`src/rtl/sv_dot_engine_if.sv`:
```
// RAM read port and result handshake shared by the dot-product engine and its neighbours.
// master = engine side, slave = RAM / decision-stage side.
interface sv_dot_engine_if #(
    parameter int unsigned DATA_WIDTH = 32,
    parameter int unsigned ADDR_WIDTH = 6,
    parameter int unsigned SV_IDX_W   = 3
);
    logic                  sv_cs;
    logic                  sv_we;
    logic                  sv_oe;
    logic [ADDR_WIDTH-1:0] sv_address;
    logic [DATA_WIDTH-1:0] sv_data;

    logic                  res_valid;
    logic                  res_ready;
    logic [DATA_WIDTH-1:0] res_data;
    logic [SV_IDX_W-1:0]   res_sv;
    logic                  res_last;

    modport master (
        output sv_cs, sv_we, sv_oe, sv_address,
        input  sv_data,
        output res_valid, res_data, res_sv, res_last,
        input  res_ready
    );

    modport slave (
        input  sv_cs, sv_we, sv_oe, sv_address,
        output sv_data,
        input  res_valid, res_data, res_sv, res_last,
        output res_ready
    );
endinterface

```
`src/rtl/sv_dot_engine.sv`:
```
// Streams support vectors from the SV RAM, multiplies them against the held feature vector
// and emits one saturated fixed-point dot product per support vector.
module sv_dot_engine #(
    parameter int unsigned DATA_WIDTH = 32,
    parameter int unsigned ADDR_WIDTH = 6,
    parameter int unsigned NUM_SV     = 8,
    parameter int unsigned NUM_FEAT   = 8,
    parameter int unsigned FRAC_BITS  = 16,
    parameter int unsigned ACC_WIDTH  = 72,
    localparam int unsigned FEAT_IDX_W = (NUM_FEAT > 1) ? $clog2(NUM_FEAT) : 1,
    localparam int unsigned SV_IDX_W   = (NUM_SV > 1) ? $clog2(NUM_SV) : 1
) (
    input  logic                  clk,
    input  logic                  rst_n,
    input  logic                  start,
    input  logic                  feat_we,
    input  logic [FEAT_IDX_W-1:0] feat_idx,
    input  logic [DATA_WIDTH-1:0] feat_data,
    output logic                  busy,
    output logic                  done,
    sv_dot_engine_if.master       bus
);
    localparam int unsigned PROD_WIDTH = 2 * DATA_WIDTH;
    localparam logic signed [ACC_WIDTH-1:0] SAT_MAX =
        {{(ACC_WIDTH-DATA_WIDTH+1){1'b0}}, {(DATA_WIDTH-1){1'b1}}};
    localparam logic signed [ACC_WIDTH-1:0] SAT_MIN =
        {{(ACC_WIDTH-DATA_WIDTH+1){1'b1}}, {(DATA_WIDTH-1){1'b0}}};

    typedef enum logic [1:0] {IDLE, FETCH, DRAIN, OUT} state_t;

    state_t                        state, state_n;
    logic [FEAT_IDX_W-1:0]         feat_cnt;
    logic [FEAT_IDX_W-1:0]         p1_idx;
    logic [SV_IDX_W-1:0]           sv_cnt;
    logic [ADDR_WIDTH-1:0]         addr_cnt;
    logic                          drain_cnt;
    logic                          p1_v, p2_v;
    logic signed [DATA_WIDTH-1:0]  feat [NUM_FEAT];
    logic signed [PROD_WIDTH-1:0]  prod;
    logic signed [ACC_WIDTH-1:0]   acc;
    logic signed [ACC_WIDTH-1:0]   acc_nx_c;
    logic signed [ACC_WIDTH-1:0]   shifted_c;
    logic [DATA_WIDTH-1:0]         sat_c;
    logic                          fetch_last_c;
    logic                          handshake_c;
    logic                          enter_fetch_c;

    assign fetch_last_c  = (feat_cnt == FEAT_IDX_W'(NUM_FEAT - 1));
    assign handshake_c   = (state == OUT) && bus.res_valid && bus.res_ready;
    assign enter_fetch_c = (state_n == FETCH) && (state != FETCH);
    assign bus.sv_we     = 1'b0;
    assign bus.sv_address = addr_cnt;

    // Next-state logic
    always_comb begin
        state_n = state;
        case (state)
            IDLE:    if (start) state_n = FETCH;
            FETCH:   if (fetch_last_c) state_n = DRAIN;
            DRAIN:   if (drain_cnt) state_n = OUT;
            OUT:     if (handshake_c) state_n = bus.res_last ? IDLE : FETCH;
            default: state_n = IDLE;
        endcase
    end

    always_ff @(posedge clk or negedge rst_n) begin
        if (!rst_n) state <= IDLE;
        else        state <= state_n;
    end

    // Address, feature-index, SV and drain counters
    always_ff @(posedge clk or negedge rst_n) begin
        if (!rst_n) begin
            addr_cnt  <= '0;
            feat_cnt  <= '0;
            sv_cnt    <= '0;
            drain_cnt <= 1'b0;
        end else begin
            if (state == IDLE && start) begin
                addr_cnt <= '0;
                feat_cnt <= '0;
                sv_cnt   <= '0;
            end
            if (state == FETCH) begin
                addr_cnt <= addr_cnt + ADDR_WIDTH'(1);
                feat_cnt <= fetch_last_c ? '0 : feat_cnt + FEAT_IDX_W'(1);
            end
            drain_cnt <= (state == DRAIN) ? ~drain_cnt : 1'b0;
            if (handshake_c && !bus.res_last)
                sv_cnt <= sv_cnt + SV_IDX_W'(1);
        end
    end

    // Feature registers are writable only while idle
    always_ff @(posedge clk or negedge rst_n) begin
        if (!rst_n) begin
            for (int i = 0; i < int'(NUM_FEAT); i++) feat[i] <= '0;
        end else if (state == IDLE && feat_we && (32'(feat_idx) < NUM_FEAT)) begin
            feat[feat_idx] <= feat_data;
        end
    end

    // Two-stage multiply-accumulate; the RAM data lands one cycle after its address
    always_ff @(posedge clk or negedge rst_n) begin
        if (!rst_n) begin
            p1_v   <= 1'b0;
            p2_v   <= 1'b0;
            p1_idx <= '0;
            prod   <= '0;
            acc    <= '0;
        end else begin
            p1_v   <= (state == FETCH);
            p1_idx <= feat_cnt;
            p2_v   <= p1_v;
            if (p1_v) prod <= $signed(bus.sv_data) * feat[p1_idx];
            if (enter_fetch_c) acc <= '0;
            else               acc <= acc_nx_c;
        end
    end

    assign acc_nx_c = p2_v ? acc + ACC_WIDTH'(prod) : acc;

    // Drop fractional bits (floor) and clamp to the result range
    always_comb begin
        shifted_c = acc_nx_c >>> FRAC_BITS;
        if (shifted_c > SAT_MAX)      sat_c = SAT_MAX[DATA_WIDTH-1:0];
        else if (shifted_c < SAT_MIN) sat_c = SAT_MIN[DATA_WIDTH-1:0];
        else                          sat_c = shifted_c[DATA_WIDTH-1:0];
    end

    // Registered outputs; the result is captured from the final accumulate on DRAIN exit
    always_ff @(posedge clk or negedge rst_n) begin
        if (!rst_n) begin
            bus.sv_cs     <= 1'b0;
            bus.sv_oe     <= 1'b0;
            bus.res_valid <= 1'b0;
            bus.res_data  <= '0;
            bus.res_sv    <= '0;
            bus.res_last  <= 1'b0;
            busy          <= 1'b0;
            done          <= 1'b0;
        end else begin
            bus.sv_cs <= (state_n == FETCH);
            bus.sv_oe <= (state_n == FETCH);
            busy      <= (state_n != IDLE);
            done      <= handshake_c && bus.res_last;
            if (state == DRAIN && state_n == OUT) begin
                bus.res_valid <= 1'b1;
                bus.res_data  <= sat_c;
                bus.res_sv    <= sv_cnt;
                bus.res_last  <= (sv_cnt == SV_IDX_W'(NUM_SV - 1));
            end else if (handshake_c) begin
                bus.res_valid <= 1'b0;
            end
        end
    end
endmodule

```
`src/flat_wrapper.sv`:
```
// flat-port wrapper written by rule: the top's interface ports become plain ports
module sv_dot_engine_flat 
#(
    parameter int unsigned DATA_WIDTH = 32,
    parameter int unsigned ADDR_WIDTH = 6,
    parameter int unsigned NUM_SV     = 8,
    parameter int unsigned NUM_FEAT   = 8,
    parameter int unsigned FRAC_BITS  = 16,
    parameter int unsigned ACC_WIDTH  = 72,
    localparam int unsigned FEAT_IDX_W = (NUM_FEAT > 1) ? $clog2(NUM_FEAT) : 1,
    localparam int unsigned SV_IDX_W   = (NUM_SV > 1) ? $clog2(NUM_SV) : 1
)
  (clk, rst_n, start, feat_we, feat_idx, feat_data, busy, done, bus_sv_cs, bus_sv_we, bus_sv_oe, bus_sv_address, bus_sv_data, bus_res_valid, bus_res_data, bus_res_sv, bus_res_last, bus_res_ready);
  sv_dot_engine_if #(.DATA_WIDTH(DATA_WIDTH), .ADDR_WIDTH(ADDR_WIDTH), .SV_IDX_W(3)) bus_i ();
  input  logic clk;
  input  logic rst_n;
  input  logic start;
  input  logic feat_we;
  input  logic [FEAT_IDX_W-1:0] feat_idx;
  input  logic [DATA_WIDTH-1:0] feat_data;
  output logic busy;
  output logic done;
  output wire logic [$bits(bus_i.sv_cs)-1:0] bus_sv_cs;
  output wire logic [$bits(bus_i.sv_we)-1:0] bus_sv_we;
  output wire logic [$bits(bus_i.sv_oe)-1:0] bus_sv_oe;
  output wire logic [$bits(bus_i.sv_address)-1:0] bus_sv_address;
  input wire logic [$bits(bus_i.sv_data)-1:0] bus_sv_data;
  output wire logic [$bits(bus_i.res_valid)-1:0] bus_res_valid;
  output wire logic [$bits(bus_i.res_data)-1:0] bus_res_data;
  output wire logic [$bits(bus_i.res_sv)-1:0] bus_res_sv;
  output wire logic [$bits(bus_i.res_last)-1:0] bus_res_last;
  input wire logic [$bits(bus_i.res_ready)-1:0] bus_res_ready;
  assign bus_sv_cs = bus_i.sv_cs;
  assign bus_sv_we = bus_i.sv_we;
  assign bus_sv_oe = bus_i.sv_oe;
  assign bus_sv_address = bus_i.sv_address;
  assign bus_i.sv_data = bus_sv_data;
  assign bus_res_valid = bus_i.res_valid;
  assign bus_res_data = bus_i.res_data;
  assign bus_res_sv = bus_i.res_sv;
  assign bus_res_last = bus_i.res_last;
  assign bus_i.res_ready = bus_res_ready;
  sv_dot_engine #(.DATA_WIDTH(DATA_WIDTH), .ADDR_WIDTH(ADDR_WIDTH), .NUM_SV(NUM_SV), .NUM_FEAT(NUM_FEAT), .FRAC_BITS(FRAC_BITS), .ACC_WIDTH(ACC_WIDTH)) u_core (.clk(clk), .rst_n(rst_n), .start(start), .feat_we(feat_we), .feat_idx(feat_idx), .feat_data(feat_data), .busy(busy), .done(done), .bus(bus_i));
endmodule
```
`config.mk`:
```
export PLATFORM = sky130hd
export DESIGN_NAME = sv_dot_engine_flat
export DESIGN_NICKNAME = d
export VERILOG_FILES = /design/src/rtl/sv_dot_engine_if.sv /design/src/rtl/sv_dot_engine.sv /design/src/flat_wrapper.sv
export SDC_FILE = /design/constraint.sdc
export NUM_CORES = 2
export LEC_CHECK = 0
export ABC_AREA = 1
export ABC_CLOCK_PERIOD_IN_PS = 25400
export CAP_MARGIN = 20
export CORE_MARGIN = 5
export CORE_UTILIZATION = 45
export CTS_BUF_LIST = sky130_fd_sc_hd__clkbuf_16
export CTS_CLUSTER_SIZE = 20
export DETAILED_ROUTE_END_ITERATION = 10
export PLACE_DENSITY = 0.66
export SETUP_SLACK_MARGIN = 0.02
export SLEW_MARGIN = 20
export SYNTH_ARGS = -nofsm -noshare
export SYNTH_HDL_FRONTEND = slang
export SYNTH_SLANG_ARGS = --single-unit
```
`constraint.sdc`:
```
create_clock -name clk -period 25.4 [get_ports clk]
set_input_delay 5.08 -clock clk [delete_from_list [all_inputs] [get_ports clk]]
set_output_delay 5.08 -clock clk [all_outputs]
set_load 0.01 [all_outputs]
```
# Yosys cells after proc, flatten, opt, wreduce, memory -nomap -nowiden
# Cells that the tools add are included.
# word_totals
ff_bits	452
elab_cells	88
output_inout_bits	48
inputBits	72
# classes
n_mux	25
order_cmp	5
reduce_logical	16
bitwise	3
multipliers	1
eq_ne	8
n_addsub	4
# ops
operator	count
$bwmux W256	1
$mux W32	5
$mux W72	2
$bmux W32 S3	1
$demux W32 S3	1
$add A72 B64 Y72	1
$mul A32 B32 Y64	1
$gt A56 B32 Y1 const B	1
$lt A56 B32 Y1 const B	1
$mux W3	4
$mux W6	2
$reduce_bool A2 Y1	5
$logic_and A1 B1 Y1	9
$ge A4 B4 Y1 const B	2
$mux W2	4
$not A3 Y4	2
$pmux W2 S4	1
$add A3 B1 Y3 const B	2
$add A6 B1 Y6 const B	1
$eq A2 B2 Y1 const B	3
$eq A3 B3 Y1 const B	2
$eq A2 B1 Y1 const B	2
$lt A4 B1 Y1 const B	1
$mux W1	4
4 further kinds	4

# Depth between registers and ports, before layout
# depth
ltp_word	8
mapped_depth	39

# Worst setup path before layout
# Ideal clock, no wire load.
# synth_timing
kind	input to register
startpoint	input bus_sv_data[31]
endpoint	register u_core.prod[62]
setup_slack_ns	13.112
stages	27
t_required_ns	25.265
setup_time_ns	0.135
arrival_time_ns	12.153
path_cell_list	clkbuf_1 -> clkinv_1 -> clkbuf_1 -> nor2_1 -> fa_1 -> fa_1 -> fa_1 -> fa_1 -> inv_1 -> fa_1 -> inv_1 -> fa_1 -> inv_1 -> fa_1 -> inv_1 -> fa_1 -> ha_1 -> nand2_1 -> nor2_1 -> inv_1 -> o221ai_1 -> a31o_2 -> nand2_1 -> nand2_1 -> a21oi_1 -> xor2_1 -> o21ai_0
# synth_between
elab_chain_cells	1
# synth_rtl
element	line	rtl
start: declaration	flat_wrapper.sv:27	input wire logic [$bits(bus_i.sv_data)-1:0] bus_sv_data;
$mul A32 B32 Y64	sv_dot_engine.sv:115	if (p1_v) prod <= $signed(bus.sv_data) * feat[p1_idx];
end signal: assignment	sv_dot_engine.sv:115	
end: declaration	sv_dot_engine.sv:39	logic signed [PROD_WIDTH-1:0] prod;
# Every way passes these cells.
# A chain may end at the register's enable or synchronous reset.

# Worst setup path after layout
# layout_timing
startpoint	input bus_sv_data[31]
endpoint	register u_core.prod[56]
# The elaborated chain is that of the path after synthesis.

==> results.json <==
{
  "clock_period_minus_worst_slack_ps": 13790,
  "globalRouteTotalUtil": 0.273,
  "hold_path.class": "flip-flop to flip-flop",
  "area_growth_syn_to_layout_pct": 6.77,
  "worst_pin_slew_ps": 1220,
  "synth_top_area_frac": 0.353,
  "synth_largest_area_cell": "fa_1",
  "grt_pass1_wl_um": 307000,
  "slew_viol_final": 0,
  "clkSlewWorstSetupHoldPaths_ps": 70,
  "syn_area_sq_um": 61500,
  "register_to_register_path_depth": 29,
  "synthesis.nets": 9172,
  "effective_utilization_at_floorplan": 0.453,
  "place_inst": 9419,
  "drcViolationCount": 0,
  "design.final.nets": 9098,
  "setup.worst_path.end_class": "flip-flop",
  "port-buffer-count": 118,
  "yosys.area_share.simple": 0.205,
  "dieWidth_um": 380,
  "critical_path.slowest_cell": "fa_1",
  "cts-htree-levels": 2,
  "max_clock_freq_mhz": 72.5,
  "drt_wl_total_um": 198000,
  "r2r_end": "u_core.prod[56]",
  "grt_max_degree": 105,
  "buffer_count_from_post_cts_setup_fixing": 0,
  "antenna_found_initial": 5,
  "final_cells": 9499,
  "clock_tree.buffer_depth": 3,
  "synth.area.top_cells": "fa_1 35%, dfrtp_1 18%, nand2_1 12%",
  "finalSetupTns_ps": 0,
  "cts_root_buf": "clkbuf_16",
  "r2r_start": "u_core.p1_idx[0]",
  "crit_chain": "clkdlybuf4s50_1 > clkinv_1 > nor2_1 > fa_1 > fa_1 > fa_1 > fa_1 > fa_1 > fa_1 > fa_1 > fa_1 > ha_1 > nand2_1 > nor2_1 > inv_1 > nor4_1 > nand3_1 > nand3_1 > a21o_1 > a21oi_1 > xor2_1 > o21ai_0",
  "max_cap_violations": 0,
  "first_global_vias": 52100,
  "slew-limit-headroom": 0.180,
  "regToRegSetupSlack_ps": 14100,
  "route.antenna.remaining_nets": 0,
  "tritoncts_clock_tree": "done",
  "setup_repair_after_global_routing_missed_its_margin": "false",
  "synth_area_per_cell_sq_um": 7.92,
  "post_drt_wl_per_cell_um": 20.8,
  "worst_skew_pair.late_latency_ps": 620,
  "syn_inst": 7757,
  "die_h_um": 380,
  "total_die_area_sq_um": 144000,
  "grt_overflow_total": 0,
  "finalHoldViolCount": 0,
  "post_route_cells_drive_above_1_share": 0.0408,
  "gp_weighted_congestion": 1.03,
  "ys_types": 55,
  "post_cts_resize_count": 0,
  "cp_num_cells": 22,
  "finalSetupViolations": 0,
  "synth_async_sr_flop_share": 1.00,
  "post_dp_hpwl_um": 157000,
  "synth-edff-count": 0,
  "synth_top_flop_cell": "dfrtp_1",
  "timing.critical_path.to": "u_core.prod[56]",
  "cp-start-kind": "primary input",
  "timing.final.crit_share": 0.543,
  "floorplan.rows": 135,
  "crit_path_start": "bus_sv_data[31]",
  "cp_max_fo": 25,
  "run_status": "completed",
  "worstPathArrival_ps": 14220,
  "drtIter0Drc": 4593,
  "synth_compound_gate_area_share": 0.0767,
  "numClockSinks": 452,
  "yosysWarnings": 0,
  "yosys-mux-area-fraction": 0.000163,
  "yosys.area_share.adder": 0.406,
  "ys_seq_elements": 452,
  "route.vias.total": 51300,
  "sequential_element_share_of_the_synthesized_area": 0.184,
  "timing.critical_path.required_ps": 25830,
  "timing.clock.skew_ps": 43.4,
  "critPathBufInv": 3,
  "tritoncts.num_buffers": 43,
  "post_cts_hold_buffer_count": 0,
  "synth_area_in_xor_xnor": 0.0131,
  "cpPeakStageDelay_ps": 970,
  "first_pass_iters": 8,
  "critical-path-top-cell-by-count": "fa_1",
  "largest_delay_contributor_family_on_the_critical_path": "adder cells",
  "vias_per_cell": 5.40,
  "worst-setup-path-type": "primary input to flip-flop",
  "synth_top_family_by_area": "adder cells",
  "floorplan.core_area_sq_um": 136000,
  "num_io_pins": 120
}
-- cell families after synthesis --
logic type	Yosys count
compound gates	849
xor+xnor	92
fa+ha+maj	1343
buf+inv	1863
flops	452
mux	1
other cells	1
simple gates	3156
-- registers in the layout, indices dropped and copies added, names as in the netlist, 2 cells and up --
| register | count |
|---|---|
| u_core.acc | 72 |
| u_core.bus.res_data | 32 |
| u_core.bus.res_sv | 3 |
| u_core.bus.sv_address | 6 |
| u_core.feat | 256 |
| u_core.feat_cnt | 3 |
| u_core.p1_idx | 3 |
| u_core.prod | 64 |
| u_core.state | 2 |
| u_core.sv_cnt | 3 |
-- stage by stage --
stage	hold WS [ps]	setup slack [ps]	instance area, sq um	utilization
2_1_floorplan	352	13110	61500	-
6_report	420	11610	65600	0.484
5_1_grt	426	11240	65600	0.484
3_5_place_dp	397	11150	64300	0.474
4_1_cts	420	11760	65600	0.484
3_3_place_gp	401	11300	64300	0.474
-- synth_stat cells, types with 4 or more instances --
| cell type | instances |
|---|---|
| nand2_1 | 1919 |
| nor2_4 | 5 |
| inv_1 | 1498 |
| clkbuf_1 | 291 |
| xor2_1 | 46 |
| o21bai_1 | 10 |
| or2_1 | 4 |
| nand2_2 | 45 |
| a31oi_1 | 24 |
| o21ai_1 | 11 |
| nand4_1 | 30 |
| a21oi_1 | 230 |
| o21ai_0 | 434 |
| ha_1 | 260 |
| buf_1 | 17 |
| nand3_2 | 9 |
| o211ai_1 | 65 |
| nor4_1 | 13 |
| clkinv_1 | 29 |
| nor2_1 | 897 |
| o21a_1 | 11 |
| a21o_1 | 8 |
| nand3_1 | 134 |
| o311ai_0 | 32 |
| inv_2 | 16 |
| nor3_2 | 5 |
| fa_1 | 1083 |
| and3_1 | 6 |
| a21boi_0 | 4 |
| xnor2_1 | 46 |
| or2_2 | 44 |
| nor2_2 | 25 |
| buf_6 | 4 |
| dfrtp_1 | 452 |
| nor3_1 | 12 |
-- layer usage --
layer	wire length [um]	track usage	up-vias	share of wire
li1	-	-	23000	-
met1	80200	0.369	25700	0.41
met2	91700	0.442	2153	0.46
met3	16200	0.0473	477	0.082
met4	9620	0.106	4	0.049
met5	27	0	-	0.00014
-- worst register-to-register path, delay by kind of cell, from the launching register on --
| family | cells | cell delay (ps) |
|---|---|---|
| xor gates and xnor gates | 1 | 270 |
| buffers and inverters | 7 | 2540 |
| adders and majority gates | 9 | 4520 |
| and+or+nand+nor | 4 | 1230 |
| DFF | 1 | 770 |
| AOI/OAI and AO/OA | 8 | 1850 |
-- how the worst min path moves through the flow --
| stage | from | end | cells past startpoint |
|---|---|---|---|
| after detailed placement | u_core.feat_cnt[1] | u_core.p1_idx[1] | 0 |
| final | u_core.feat_cnt[1] | u_core.p1_idx[1] | 0 |
| after global placement | u_core.feat_cnt[2] | u_core.p1_idx[2] | 0 |
| after global routing | u_core.feat_cnt[1] | u_core.p1_idx[1] | 0 |
| after floorplan | u_core.p1_v | u_core.p2_v | 0 |
| after CTS | u_core.feat_cnt[1] | u_core.p1_idx[1] | 0 |
-- placed cells by master, fill, tap and decap left out, drive strengths merged, types with 8 or more instances in the layout --
cell type,netlist,layout
o311ai,32,32
nand3,143,143
o21ai,446,446
o21a,11,11
o211ai,65,65
clkdlybuf4s50,0,117
ha,260,260
xnor2,46,46
nor2,927,927
inv,1514,1527
nand4,30,30
clkinv,29,44
clkbuf,291,43
nor4,13,13
nor3,17,17
or2,48,48
nand2,1965,1965
dfrtp,452,452
a31oi,24,24
buf,29,84
xor2,46,46
a21oi,230,230
a21o,8,8
o21bai,10,10
fa,1083,1083
-- final cells by class --
| type | instances | area, sq um |
|---|---|---|
| fill | 13300 | 70000 |
| tap | 1781 | 2230 |
| inverter | 1543 | 5790 |
| multi-input combinational | 5442 | 43100 |
| antenna | 2 | 5.00 |
| sequential | 452 | 11300 |
| clock inverter | 35 | 258 |
| clock buffer | 43 | 1080 |
| timing repair buffer | 201 | 1810 |
Power is not shown: default switching activity piles up to over one toggle a cycle in this logic, so the estimate is an artifact.
